**src/rtl/windower_pkg.sv**
```systemverilog
// rtl/windower_pkg.sv - shared types and helpers for the KxK streaming windower
package windower_pkg;

  typedef enum logic [0:0] {
    RUN   = 1'b0,
    DRAIN = 1'b1
  } win_state_e;

  // Flat position of tap (ky,kx) channel ch inside the window output vector
  function automatic int win_idx(input int ky, input int kx, input int ch,
                                 input int k, input int ch_in);
    return (ky * k + kx) * ch_in + ch;
  endfunction

  // Zero advances needed after the last pixel to complete the bottom-right window
  function automatic int drain_len(input int img_w, input int k);
    return ((k - 1) / 2) * img_w + (k - 1) / 2;
  endfunction

endpackage

```
**src/rtl/windower_line_buf.sv**
```systemverilog
// rtl/windower_line_buf.sv - enable-gated pixel delay line, one image row deep
module windower_line_buf #(
  parameter int DEPTH = 32,
  parameter int WIDTH = 48
) (
  input  logic             clock,
  input  logic             en,
  input  logic [WIDTH-1:0] din,
  output logic [WIDTH-1:0] dout
);

  logic [WIDTH-1:0] mem [DEPTH];

  // Shift one pixel in per advance; contents are never cleared, the pad mask hides stale data
  always_ff @(posedge clock) begin
    if (en) begin
      mem[0] <= din;
      for (int i = 1; i < DEPTH; i++) begin
        mem[i] <= mem[i-1];
      end
    end
  end

  assign dout = mem[DEPTH-1];

endmodule

```
**src/rtl/windower_kxk_stream.sv**
```systemverilog
// rtl/windower_kxk_stream.sv - KxK "same" windower with stride and self drain; WINDOWER_SVA_EN adds checks
module windower_kxk_stream
  import windower_pkg::*;
#(
  parameter int IMG_W  = 32,
  parameter int IMG_H  = 32,
  parameter int K      = 3,
  parameter int STRIDE = 1,
  parameter int CH_IN  = 3,
  parameter int BW     = 16
) (
  input  logic                            clock,
  input  logic                            reset,
  input  logic                            vld_in,
  input  logic [CH_IN-1:0][BW-1:0]        in,
  output logic                            rdy_in,
  output logic                            vld_out,
  output logic [K*K*CH_IN-1:0][BW-1:0]    window
);

  localparam int P  = (K - 1) / 2;
  localparam int D  = drain_len(IMG_W, K);
  localparam int PW = CH_IN * BW;
  localparam int CW = $clog2(IMG_W);
  localparam int RW = $clog2(IMG_H);
  localparam int DW = $clog2(D + 1);

  localparam logic [0:0]    ST_RUN   = RUN;
  localparam logic [0:0]    ST_DRAIN = DRAIN;
  localparam logic [CW-1:0] LAST_COL = CW'(IMG_W - 1);
  localparam logic [RW-1:0] LAST_ROW = RW'(IMG_H - 1);
  localparam logic [CW-1:0] P_COL    = CW'(P);
  localparam logic [RW-1:0] P_ROW    = RW'(P);
  localparam logic [DW-1:0] LAST_D   = DW'(D - 1);

  logic [0:0]    state;
  logic [CW-1:0] col;
  logic [RW-1:0] row;
  logic [DW-1:0] dcnt;
  logic [CW-1:0] ccol;
  logic [RW-1:0] crow;

  logic          accept;
  logic          drain_step;
  logic          adv;
  logic          completes;
  logic          emit;
  logic          drain_done;
  logic [PW-1:0] pix_new;
  logic [PW-1:0] dch     [K];
  logic [PW-1:0] win_q   [K][K];
  logic [PW-1:0] win_nxt [K][K];
  logic [K-1:0]  row_ok;
  logic [K-1:0]  col_ok;
  logic [K*K*CH_IN-1:0][BW-1:0] win_m;

  assign rdy_in     = (state == ST_RUN);
  assign accept     = vld_in && rdy_in;
  assign drain_step = (state == ST_DRAIN);
  assign adv        = accept || drain_step;
  assign drain_done = drain_step && (dcnt == LAST_D);
  assign pix_new    = accept ? PW'(in) : '0;

  // A centre exists once P rows plus P pixels have entered; every drain step completes one
  assign completes  = drain_step || (row > P_ROW) || ((row == P_ROW) && (col >= P_COL));
  assign emit       = adv && completes &&
                      ((int'(crow) % STRIDE) == 0) && ((int'(ccol) % STRIDE) == 0);

  // Row delay chain: dch[j] is the incoming column delayed by j image rows
  assign dch[0] = pix_new;
  for (genvar j = 0; j < K - 1; j++) begin : g_lb
    windower_line_buf #(.DEPTH(IMG_W), .WIDTH(PW)) u_lb (
      .clock (clock),
      .en    (adv),
      .din   (dch[j]),
      .dout  (dch[j+1])
    );
  end

  // Next raw window: shift left, new rightmost column from the delay chain (bottom row newest)
  always_comb begin
    for (int ky = 0; ky < K; ky++) begin
      for (int kx = 0; kx < K; kx++) begin
        win_nxt[ky][kx] = (kx < K - 1) ? win_q[ky][kx+1] : dch[K-1-ky];
      end
    end
  end

  // Raw window registers move only on an advance
  always_ff @(posedge clock) begin
    if (adv) begin
      win_q <= win_nxt;
    end
  end

  // Pad mask: tap rows/columns of the completing centre that fall outside the image
  always_comb begin
    row_ok = '0;
    col_ok = '0;
    for (int i = 0; i < K; i++) begin
      row_ok[i] = ((int'(crow) + i - P) >= 0) && ((int'(crow) + i - P) < IMG_H);
      col_ok[i] = ((int'(ccol) + i - P) >= 0) && ((int'(ccol) + i - P) < IMG_W);
    end
  end

  // Masked window in output element order
  always_comb begin
    win_m = '0;
    for (int ky = 0; ky < K; ky++) begin
      for (int kx = 0; kx < K; kx++) begin
        for (int ch = 0; ch < CH_IN; ch++) begin
          win_m[win_idx(ky, kx, ch, K, CH_IN)] =
            (row_ok[ky] && col_ok[kx]) ? win_nxt[ky][kx][ch*BW +: BW] : '0;
        end
      end
    end
  end

  // State machine plus input, drain and centre counters
  always_ff @(posedge clock) begin
    if (reset) begin
      state <= ST_RUN;
      col   <= '0;
      row   <= '0;
      dcnt  <= '0;
      ccol  <= '0;
      crow  <= '0;
    end else begin
      if (accept) begin
        if (col == LAST_COL) begin
          col <= '0;
          row <= (row == LAST_ROW) ? '0 : row + 1'b1;
        end else begin
          col <= col + 1'b1;
        end
        if ((col == LAST_COL) && (row == LAST_ROW)) begin
          state <= ST_DRAIN;
        end
      end
      if (adv && completes) begin
        if (ccol == LAST_COL) begin
          ccol <= '0;
          crow <= (crow == LAST_ROW) ? '0 : crow + 1'b1;
        end else begin
          ccol <= ccol + 1'b1;
        end
      end
      if (drain_step) begin
        dcnt <= drain_done ? '0 : dcnt + 1'b1;
      end
      if (drain_done) begin
        state <= ST_RUN;
        col   <= '0;
        row   <= '0;
        ccol  <= '0;
        crow  <= '0;
      end
    end
  end

  // Output valid, one cycle after the completing advance
  always_ff @(posedge clock) begin
    if (reset) begin
      vld_out <= 1'b0;
    end else begin
      vld_out <= emit;
    end
  end

  // Output window register holds its last value between windows
  always_ff @(posedge clock) begin
    if (emit) begin
      window <= win_m;
    end
  end

`ifdef WINDOWER_SVA_EN
  localparam int TOTAL = ((IMG_H + STRIDE - 1) / STRIDE) * ((IMG_W + STRIDE - 1) / STRIDE);

  if ((K % 2) == 0) begin : g_k_odd
    $error("windower_kxk_stream: K must be odd");
  end
  if ((IMG_W < K) || (IMG_H < K)) begin : g_img_size
    $error("windower_kxk_stream: image must be at least KxK");
  end

  logic [31:0] sva_emits;

  // Windows emitted in the current image
  always_ff @(posedge clock) begin
    if (reset || drain_done) begin
      sva_emits <= '0;
    end else if (emit) begin
      sva_emits <= sva_emits + 32'd1;
    end
  end

  // Per-image window total, no accept while draining, counters within limits
  always_ff @(posedge clock) begin
    if (!reset) begin
      if (drain_done) begin
        assert ((sva_emits + 32'(emit)) == 32'(TOTAL))
          else $error("windower: wrong window count per image");
      end
      assert (!(drain_step && vld_in && rdy_in)) else $error("windower: accept during drain");
      assert (col <= LAST_COL && ccol <= LAST_COL) else $error("windower: column counter overrun");
      assert (row <= LAST_ROW && crow <= LAST_ROW) else $error("windower: row counter overrun");
      assert (dcnt <= LAST_D) else $error("windower: drain counter overrun");
    end
  end
`endif

endmodule

```
**config.mk**
```make
export PLATFORM = sky130hd
export DESIGN_NAME = windower_kxk_stream
export DESIGN_NICKNAME = d
export VERILOG_FILES = /design/src/rtl/windower_pkg.sv /design/src/rtl/windower_line_buf.sv /design/src/rtl/windower_kxk_stream.sv
export SDC_FILE = /design/constraint.sdc
export NUM_CORES = 2
export LEC_CHECK = 0
export CAP_MARGIN = 10
export CORE_UTILIZATION = 45
export DETAILED_ROUTE_END_ITERATION = 16
export SYNTH_ARGS = -nofsm -noshare
export SYNTH_HDL_FRONTEND = slang
export SYNTH_SLANG_ARGS = --single-unit
```
**constraint.sdc**
```tcl
create_clock -name clock -period 292.6 [get_ports clock]
set_input_delay 73.15 -clock clock [delete_from_list [all_inputs] [get_ports clock]]
set_output_delay 73.15 -clock clock [all_outputs]
set_load 0.1 [all_outputs]
```
==> results.yml <==
clock_tree:
  cts_tree: "yes"
  cts.clk_slew.worst_paths_ps: 60
  ctsHoldBuffers: 0
  clock_path_buffers: 4
  cts_resized: 0
  clockRootBuffer: "clkbuf_16"
  cts_setup_buffers: 0
  cts_made_buffers: 369
  worstSkewPairLatency_ps: 930
  cts_sinks: 3628
  htreeDepth: 5
synthesis:
  ys_warn_count: 0
  synth_top_area_cell: "edfxtp_1"
  syn_area_um2: 113000
  synthArstFlopShare: 0
  synth.area.top_cells: "edfxtp_1 96%, and2_1 1.6%, nor2b_1 0.56%"
  synth_flop_cell: "edfxtp_1"
  ys_ff_latch: 3628
  yosysTopAreaCellShare: 0.960
  synthCells: 4272
  synth_fp_nets: 4337
  synth_edf_count: 3600
  synth.avg_cell_area_um2: 26.4
  seq_area_frac_synth: 0.965
  yosysUniqueCellTypes: 43
setup_path:
  critPathArrivalTime_ps: 79370
  crit_family: "buffers and inverters"
  crit_fanout: 177
  start_kind: "input pin"
  reg2reg_slack_ps: 285820
  crit_path_frequent_cell: "buf_4"
  critical_path_class: "input pin to register"
  crit_buf_inv: 7
  slowest_delay_ps: 1030
  reg2reg_to: "g_lb[1].u_lb.mem[24][30]$_DFFE_PP_"
  cp_slowest_cell: "buf_4"
  r2r_cells: 7
  cp.depth: 8
  endpoint_kind: "register"
  r2r-start: "drain_step$_SDFFE_PP0P_"
  crit_chain: "clkdlybuf4s50_1 -> nor2_1 -> inv_8 -> buf_4 -> buf_12 -> buf_4 -> buf_4 -> buf_4"
  cp.required_ps: 293120
finish:
  area_growth_pct: 18.1
  drive_gt1_frac: 0.103
  final_common_cell: "edfxtp_1"
  final_util: 0.535
  layout_common_cells: "3600 x edfxtp_1, 475 x clkdlybuf4s50_1, 371 x clkbuf_16"
  final_design_area_no_fill_um2: 133000
  filler_cell_count: 18788
  nets: 5179
run_status:
  outcome: "finished clean"
sta:
  rsz0062_at_grt: "no"
  whs_ps: 360
  skew_ps: 68.8
  fin_setup_tns_ps: 0
  period_share: 0.269
  min_period_ps: 78860
  finalHoldViolations: 0
  drv_slew: 0
  tightest_slew_ps: 1180
  finalSetupViolations: 0
  slew_headroom: 0.214
  fmax_ghz: 0.0127
drt:
  drt-initial-drc-count: 3331
  firstDrtPassIters: 6
  vias: 40133
  vias_per_cell: 4.61
  routed_wl_mm: 139
  drc_errors: 0
  final_antenna_net_count: 0
  wl_per_cell_um: 15.9
min_path:
  worst_hold_path_type: "register to register"
  holdPathEnd: "g_lb[0].u_lb.mem[3][151]$_DFFE_PP_"
  hp-start: "g_lb[0].u_lb.mem[3][103]$_DFFE_PP_"
  worstHoldPathCells: 0
placed_design:
  placed_area_um2: 122000
  gp_congestion: 0.777
  io_buffers: 484
  dp_hpwl_mm: 71.2
power_and_ir_drop:
  ir_worst_vdd_mv: 0.00512
  leakage_nw: 44.5
  power_density_nw_per_um2: 7.90
global_routing:
  antenna_found_initial: 4
  grt_usage: 0.110
  grt_max_degree: 215
  grt_pass1_vias: 40446
  grt_overflow: 0
  grt_pass1_wl_mm: 221
die:
  dieArea_um2: 252000
  ioPinCount: 485
  start_util: 0.453
  rows: 183
  core-area_um2: 249000
  die_w_um: 502
  die_y_um: 502
flow_run:
  maxCapViolCount: 0
[final cells by class]
type | count | area, µm² | area share
Antenna cell | 1 | 2.50 | 0.0000188
Clock buffer | 439 | 9540 | 0.0717
Clock inverter | 202 | 1670 | 0.0125
Inverter | 12 | 52.6 | 0.000395
Multi-Input combinational cell | 577 | 3720 | 0.0279
Sequential cell | 3628 | 109000 | 0.817
Tap cell | 3330 | 4170 | 0.0313
Timing Repair Buffer | 526 | 5210 | 0.0392
[metrics by stage]
stage          setup slack (ps)  power (W)  instances
6_report                 213750    0.00105       8715
5_1_grt                  213330    0.00109       8714
4_1_cts                  213710    0.00107       8714
3_5_place_dp             212720   0.000630       8073
3_3_place_gp             212910   0.000628       8073
2_1_floorplan            131020   0.000683       4272
[synthesized netlist by cell type, drive strengths merged (10+ instances only)]
master,number
ha,14
and3,54
buf,19
o21ai,10
nand3,15
nand2,10
nor2,16
nor2b,100
inv,12
edfxtp,3600
clkbuf,36
a21oi,21
dfxtp,28
and2,289
[cells by family after synthesis]
kind of cell / after synthesis / synth area share
DFF: 3628 / 0.965
and+or+nand+nor: 505 / 0.0277
buffers and inverters: 67 / 0.00283
AOI/OAI and AO/OA: 53 / 0.00285
adders and majority gates: 14 / 0.00156
xor gates and xnor gates: 4 / 0.000311
muxes: 1 / 0.0000889
[worst max path at each step]
stage,from,slack [ps],to
detailed placement,vld_in,212720,g_lb[0].u_lb.mem[0][122]$_DFFE_PP_
global placement,vld_in,212910,g_lb[0].u_lb.mem[1][123]$_DFFE_PP_
global route,vld_in,213330,g_lb[0].u_lb.mem[1][171]$_DFFE_PP_
finish,vld_in,213750,g_lb[1].u_lb.mem[25][30]$_DFFE_PP_
CTS,vld_in,213710,g_lb[0].u_lb.mem[0][122]$_DFFE_PP_
floorplan,vld_in,131020,window[0]$_SDFFCE_PN0P_
[sequential cells by signal, indices dropped and copies added, names as in the netlist]
register,flops
vld_out,1
g_lb.u_lb.mem,2978
row,5
col,5
ccol,5
win_nxt,190
dcnt,6
window,432
crow,5
drain_step,1
[report_power, final]
part           leakage (nW)  internal [W]  switching (W)
logic                  3.66    0.00000185     0.00000886
registers              35.3      0.000601     0.00000668
clock network          5.47      0.000252       0.000181
total                  44.5      0.000855       0.000196
[layer usage]
metal | track usage | part of all wire | vias to the layer above
met5 | 0 | 0.000094 | -
met4 | 0.0464 | 0.035 | 2
met3 | 0.0368 | 0.069 | 339
met2 | 0.173 | 0.48 | 908
met1 | 0.138 | 0.42 | 20215
li1 | - | - | 18669
No activity file was read; power rests on OpenSTA's default activity.
